[src/rtl/parity_arbiter.sv]
// Round-robin arbiter sharing one 3-bit-per-cycle serial parity datapath across NUM_REQ requesters.
// Optional result counter output res_count is enabled with `define PARITY_ARB_CNT_EN.
module parity_arbiter #(
  parameter int unsigned NUM_REQ    = 4,
  parameter int unsigned DATA_W     = 12,
  parameter int unsigned PARITY_ODD = 0,
  localparam int unsigned ID_W      = (NUM_REQ > 1) ? $clog2(NUM_REQ) : 1
) (
  input  logic                      clk,
  input  logic                      rst,
  input  logic [NUM_REQ-1:0]        req_valid,
  input  logic [NUM_REQ*DATA_W-1:0] req_data,
  output logic [NUM_REQ-1:0]        req_ready,
  output logic                      res_valid,
  input  logic                      res_ready,
  output logic                      res_parity,
  output logic [ID_W-1:0]           res_id,
  output logic                      busy
`ifdef PARITY_ARB_CNT_EN
  ,
  output logic [15:0]               res_count
`endif
);

  localparam int unsigned STEPS = DATA_W / 3;
  localparam int unsigned CNT_W = (STEPS > 1) ? $clog2(STEPS) : 1;

  typedef enum logic [1:0] {IDLE, SHIFT, DONE} state_t;

  state_t              state;
  state_t              state_nx;
  logic [DATA_W-1:0]   shreg;
  logic                acc;
  logic [CNT_W-1:0]    cnt;
  logic [ID_W-1:0]     rr_ptr;

  logic [DATA_W-1:0]   words [NUM_REQ];
  logic [NUM_REQ-1:0]  grant_oh;
  logic [ID_W-1:0]     grant_idx;
  logic [ID_W-1:0]     next_ptr;
  logic [ID_W-1:0]     idx;
  logic                found;
  logic                hs;
  logic                res_hs;
  logic                acc_final;

  // First valid requester at or after rr_ptr, wrapping around
  always_comb begin
    grant_oh  = '0;
    grant_idx = '0;
    found     = 1'b0;
    idx       = '0;
    for (int unsigned i = 0; i < NUM_REQ; i++) begin
      words[i] = req_data[i*DATA_W +: DATA_W];
    end
    for (int unsigned k = 0; k < NUM_REQ; k++) begin
      idx = ID_W'((32'(rr_ptr) + k) % NUM_REQ);
      if (!found && req_valid[idx]) begin
        found         = 1'b1;
        grant_idx     = idx;
        grant_oh[idx] = 1'b1;
      end
    end
  end

  assign next_ptr  = (32'(grant_idx) == NUM_REQ - 1) ? '0 : grant_idx + ID_W'(1);
  assign req_ready = (state == IDLE && !rst) ? grant_oh : '0;
  assign hs        = (state == IDLE) && !rst && found;
  assign res_hs    = (state == DONE) && res_ready;
  assign acc_final = acc ^ (^shreg[2:0]);
  assign res_valid = (state == DONE);
  assign busy      = (state != IDLE);

  always_ff @(posedge clk) begin
    if (rst) state <= IDLE;
    else     state <= state_nx;
  end

  always_comb begin
    state_nx = state;
    case (state)
      IDLE:    if (hs) state_nx = SHIFT;
      SHIFT:   if (cnt == '0) state_nx = DONE;
      DONE:    if (res_ready) state_nx = IDLE;
      default: state_nx = IDLE;
    endcase
  end

  // Datapath: capture on grant, fold 3 bits per cycle, hold result through DONE
  always_ff @(posedge clk) begin
    if (rst) begin
      shreg      <= '0;
      acc        <= 1'b0;
      cnt        <= '0;
      rr_ptr     <= '0;
      res_parity <= 1'b0;
      res_id     <= '0;
    end else begin
      case (state)
        IDLE: begin
          if (hs) begin
            shreg  <= words[grant_idx];
            res_id <= grant_idx;
            acc    <= 1'b0;
            cnt    <= CNT_W'(STEPS - 1);
            rr_ptr <= next_ptr;
          end
        end
        SHIFT: begin
          acc   <= acc_final;
          shreg <= shreg >> 3;
          if (cnt == '0) res_parity <= acc_final ^ 1'(PARITY_ODD);
          else           cnt        <= cnt - CNT_W'(1);
        end
        default: ;
      endcase
    end
  end

`ifdef PARITY_ARB_CNT_EN
  // Saturating count of consumed results
  always_ff @(posedge clk) begin
    if (rst)                               res_count <= '0;
    else if (res_hs && res_count != 16'hFFFF) res_count <= res_count + 16'd1;
  end
`else
  logic unused_res_hs;
  assign unused_res_hs = res_hs;
`endif

endmodule

[config.mk]
export PLATFORM = sky130hd
export DESIGN_NAME = parity_arbiter
export DESIGN_NICKNAME = d
export VERILOG_FILES = /design/src/rtl/parity_arbiter.sv
export SDC_FILE = /design/constraint.sdc
export NUM_CORES = 1
export LEC_CHECK = 0
export ABC_CLOCK_PERIOD_IN_PS = 5260
export BUFFER_PORTS_ARGS = -buffer_cell sky130_fd_sc_hd__clkbuf_2
export CAP_MARGIN = 10
export CORE_ASPECT_RATIO = 0.5
export CORE_MARGIN = 5
export CORE_UTILIZATION = 40
export CTS_BUF_LIST = sky130_fd_sc_hd__clkbuf_4 sky130_fd_sc_hd__clkbuf_8
export CTS_CLUSTER_DIAMETER = 80
export DETAILED_ROUTE_END_ITERATION = 10
export PLACE_DENSITY = 0.66
export SLEW_MARGIN = 5
export SYNTH_ARGS = -nofsm -noshare
export SYNTH_HDL_FRONTEND = slang
export SYNTH_SLANG_ARGS = --single-unit
[constraint.sdc]
create_clock -name clk -period 5.26 [get_ports clk]
set_clock_uncertainty 0.2 [all_clocks]
set_input_delay 0.526 -clock clk [delete_from_list [all_inputs] [get_ports clk]]
set_output_delay 0.526 -clock clk [all_outputs]
set_load 0.1 [all_outputs]
# Yosys cells after proc, flatten, opt, wreduce, memory -nomap -nowiden
# Index checks and enable logic that the tools add are counted.
# totals
out_inout_bits,9
input_bits,55
word_cells,100
register_bits,22
# op_classes
n_reduce_logical,23
add_sub_neg,5
n_eq_ne,7
bitwise_logic,5
order_cmp,9
muxes,44
# op_table
op,count
12-bit 2-to-1 mux,3
12-bit binary-select mux with 2-bit select,1
12-bit one-hot mux with 2 select lines,1
2-bit 2-to-1 mux,10
4-bit 2-to-1 mux,5
1-bit 2-to-1 mux,13
"2-bit by 3-bit < comparator with 1-bit output, second input constant",4
4-bit OR,3
1-bit logical AND,9
1-bit binary-select mux with 2-bit select,4
1-bit demux with 2-bit select,4
"2-bit by 1-bit >= comparator with 1-bit output, second input constant",4
"2-bit != test, second input constant",3
2-bit one-hot mux with 3 select lines,1
2-bit AND reduction,3
3-bit AND reduction,2
"2-bit by 1-bit adder with 2-bit output, second input constant",2
"2-bit adder, second input constant",2
"2-bit equality test, second input constant",2
1-bit zero test,4
2-bit zero test,2
2-bit one-hot mux with 2 select lines,1
2-bit nonzero test,2
"3-bit >= comparator, second input constant",1
7 further kinds,7

# Depth between registers and ports, before layout
# logic_depth
depth_word,18
depth_mapped,14
mapped_depth_nobuf,10

# Worst setup path after synthesis
# Ideal clock, no wire load.
# synth_timing
path_kind,register to output
start,reg rr_ptr[0]
end,out req_ready[0]
path_slack_ps,885
path_stages_with_launch,12
t_arrival_ps,3649
cell_sequence,dfxtp_1 -> buf_2 -> buf_2 -> inv_1 -> ha_1 -> clkbuf_1 -> or3b_2 -> o21ai_0 -> a311oi_1 -> a21oi_1 -> a221oi_1 -> nor2_1
# synth_via
elab_chain_cells,13
elab_cells_between_ends,48
classes_between,add/sub (3); order compare (8); mux (24); bitwise (3); reduce/logical (10)
# synth_rtl
item,line_no,source
"start, declared",35,logic [ID_W-1:0] rr_ptr;
"start signal, assigned",106,rr_ptr <= next_ptr;
branches (longest 11 deep; another with 2-bit by 3-bit < comparator with 1-bit output),--,
4-bit 2-to-1 mux *,58,if (!found && req_valid[idx]) begin
4-bit 2-to-1 mux *,67,assign req_ready = (state == IDLE && !rst) ? grant_oh : '0;
"end, declared",13,"output logic [NUM_REQ-1:0] req_ready,"
# Mark *: on every way between the ends. The select of a mux whose other input is x is not followed.

# Worst setup path in the final report
# layout_timing
start,reg rr_ptr[0]
end,out req_ready[2]
# The elaborated chain is that of the path after synthesis.

==> reports/results.ini <==
[yosys]
syn_area_per_cell_sq_um=8.27
ys_warn_count=0
synthFlopType=dfxtp_1
synth_top_area_frac=0.240
yosys.area.top_type=dfxtp_1
synth_seq_cells=22
yosysSeqAreaShare=0.240
synth_fp_nets=286
synthTopCellsByArea=dfxtp_1 24%, mux2i_1 10%, ha_1 6.1%
syn_area_sq_mm=0.00184
synth_edf_count=0
async_flop_share=0
synthesis.instances=222
ys_types=44

[finish]
fin_area_sq_mm=0.00219
drive_above_1_share=0.332
fin_nets=337
postLayoutCoreUtil=0.495
syn_to_final_growth_pct=19.3
n_antenna_cell=0

[clock_tree]
cts_root_buffer=clkbuf_8
cts.hold.buffers_added=0
cts_resized=0
cts_made_buffers=3
htree_levels=1
cts_tree=built
cts.sinks=22
post_cts_buffers=0
clock_latency_ns=0.25
path_clk_slew_ns=0.07
cts_buffer_depth=2

[worst_setup_path]
critPathKind=reg -> out
slowest_delay_ns=0.78
cp_common_cell=nor2_1
cp_top_family=flip-flops
cp.required_ns=4.53
crit_chain=inv_1 > ha_1 > mux4_2 > nor2b_1 > a22oi_1 > nor2_1 > a221oi_1 > nor2_1 > clkbuf_2
cp-start-kind=flop
cp_max_fo=19
slowest_stage=dfxtp_1
arrival_ns=3.81
path_buf_inv=2
cp-end-kind=output pin
r2r_slack_ns=1.27

[placed_design]
dp_slack_ns=1.03
place_area_sq_mm=0.00215
gp_congestion=0.827
port_buffers=63
dp_hpwl_um=3550

[floorplanning]
rows=17
fp.dieW_um=106
core_sq_mm=0.00442
die_h_um=57.9
fp.dieArea_sq_mm=0.00613
start_util=0.415
ios=64

[run_status]
status=finished clean

[sta]
final-max-slew-violation-count=0
worst_pin_slew_ns=0.884
period_minus_slack_ns=4.54
tns_ns=0
rsz0062_at_grt=no
clock.fmax_mhz=220
finalSetupViolCount=0
hold_violations=0
setup_slack_ns=0.719
maxSlewHeadroom=0.410
finalCritPeriodShare=0.863

[routing]
drt-initial-drc-count=111
ant_nets=0
wl_per_cell_um=14.1
vias_per_cell=5.59
dr.pass1.iters=4
drc=0
wirelength_um=4620
vias=1833

[pwr]
p_leak_uw=0.000960
ir_worst_vdd_v=0.000141
finalPower_uw=800
power_density_mw_per_mm2=365

[global_route]
gr-total-overflow=0
antenna_found_initial=0
grtUsageTotal=0.153
grt_max_degree=23
grt_first_pass_wirelength_um=7900
grt_pass1_vias=1739

[min_path]
hold_path_class=reg -> reg

[job]
maxCapViolCount=0

## sequential cells by signal, summed over array words and instances (netlist names)
name and count:
res_id 2, rr_ptr 2, res_parity 1, cnt 2
acc 1, shreg 12, state 2
## logic make-up (layout without fill, tap and decap cells)
family,after synthesis,after routing,share of synthesized area
flops,22,22,0.240
compound gates,64,64,0.260
simple gates,73,73,0.189
xor+xnor,3,3,0.0143
fa+ha+maj,9,9,0.0613
buf+inv,24,73,0.0599
mux,27,27,0.175
## cell usage after synthesis (2+ instances only)
cell type	number
a21oi_1	11
buf_2	4
nand3_1	7
mux2_2	3
nand2_1	24
and3_1	3
mux2i_1	19
clkbuf_1	11
xnor2_1	2
inv_1	6
a22oi_1	4
mux4_2	3
a221oi_1	11
nor2b_1	5
ha_1	9
nand2b_1	3
a21o_1	4
a31o_2	8
o21ai_0	8
mux2_4	2
a211oi_1	7
dfxtp_1	22
nor3_1	6
buf_4	2
a211o_1	2
o221ai_1	2
nor2_1	17
## tightest hold or removal path, stage by stage, from the launching register on
cell	delay [ns]
dfxtp_1	0.31
nand2_1	0.05
a21oi_1	0.05
## layer usage
layer / up-vias / GRT usage / routed length (um)
li1: 926 / - / -
met1: 843 / 0.191 / 2060
met2: 60 / 0.279 / 2270
met3: 4 / 0.0256 / 248
met4: 0 / 0.0351 / 38
met5: - / 0 / 0
## cell type report
cell class	count	area, sq um
fill	444	2230
multi-input combinational	176	1290
sequential	22	440
timing repair buffer	64	323
tap	57	71.3
clock buffer	3	41.3
inverter	6	22.5
## where the power goes
group | switching [uW] | leakage [uW] | total, uW | internal (uW)
clock network | 51.0 | 0.0000216 | 102 | 51.0
logic | 283 | 0.000757 | 464 | 181
registers | 31.6 | 0.000182 | 234 | 202
total | 366 | 0.000960 | 800 | 435
## worst paths after layout
path | from | end | depth (start not counted)
max | rr_ptr[0] | req_ready[2] | 9
min | res_parity | res_parity | 2
max reg2reg | rr_ptr[0] | shreg[6] | 7
min reg2reg | res_parity | res_parity | 2
## placed cells by master (no fill, tap or decap), types with 2 or more instances in the layout
| master | count |
|---|---|
| nand2b_1 | 3 |
| clkbuf_8 | 3 |
| ha_1 | 9 |
| o221ai_1 | 2 |
| a211oi_1 | 7 |
| nand3_1 | 7 |
| nor2b_1 | 5 |
| nor3_1 | 6 |
| o21ai_0 | 8 |
| a221oi_1 | 11 |
| nor2_1 | 17 |
| dfxtp_1 | 22 |
| nand2_1 | 24 |
| a22oi_1 | 4 |
| xnor2_1 | 2 |
| mux2i_1 | 19 |
| a31o_2 | 8 |
| a21oi_1 | 11 |
| a211o_1 | 2 |
| inv_1 | 6 |
| a21o_1 | 4 |
| clkbuf_2 | 63 |
| mux4_2 | 3 |
| and3_1 | 3 |
| mux2_4 | 2 |
| mux2_2 | 3 |
## metrics by stage
stage	hold WS, ns	std cells
2_1_floorplan	0.243	222
3_5_place_dp	0.255	325
3_3_place_gp	0.245	325
4_1_cts	0.265	328
5_1_grt	0.310	328
6_report	0.260	328
Power figures use the tool's default switching activity.
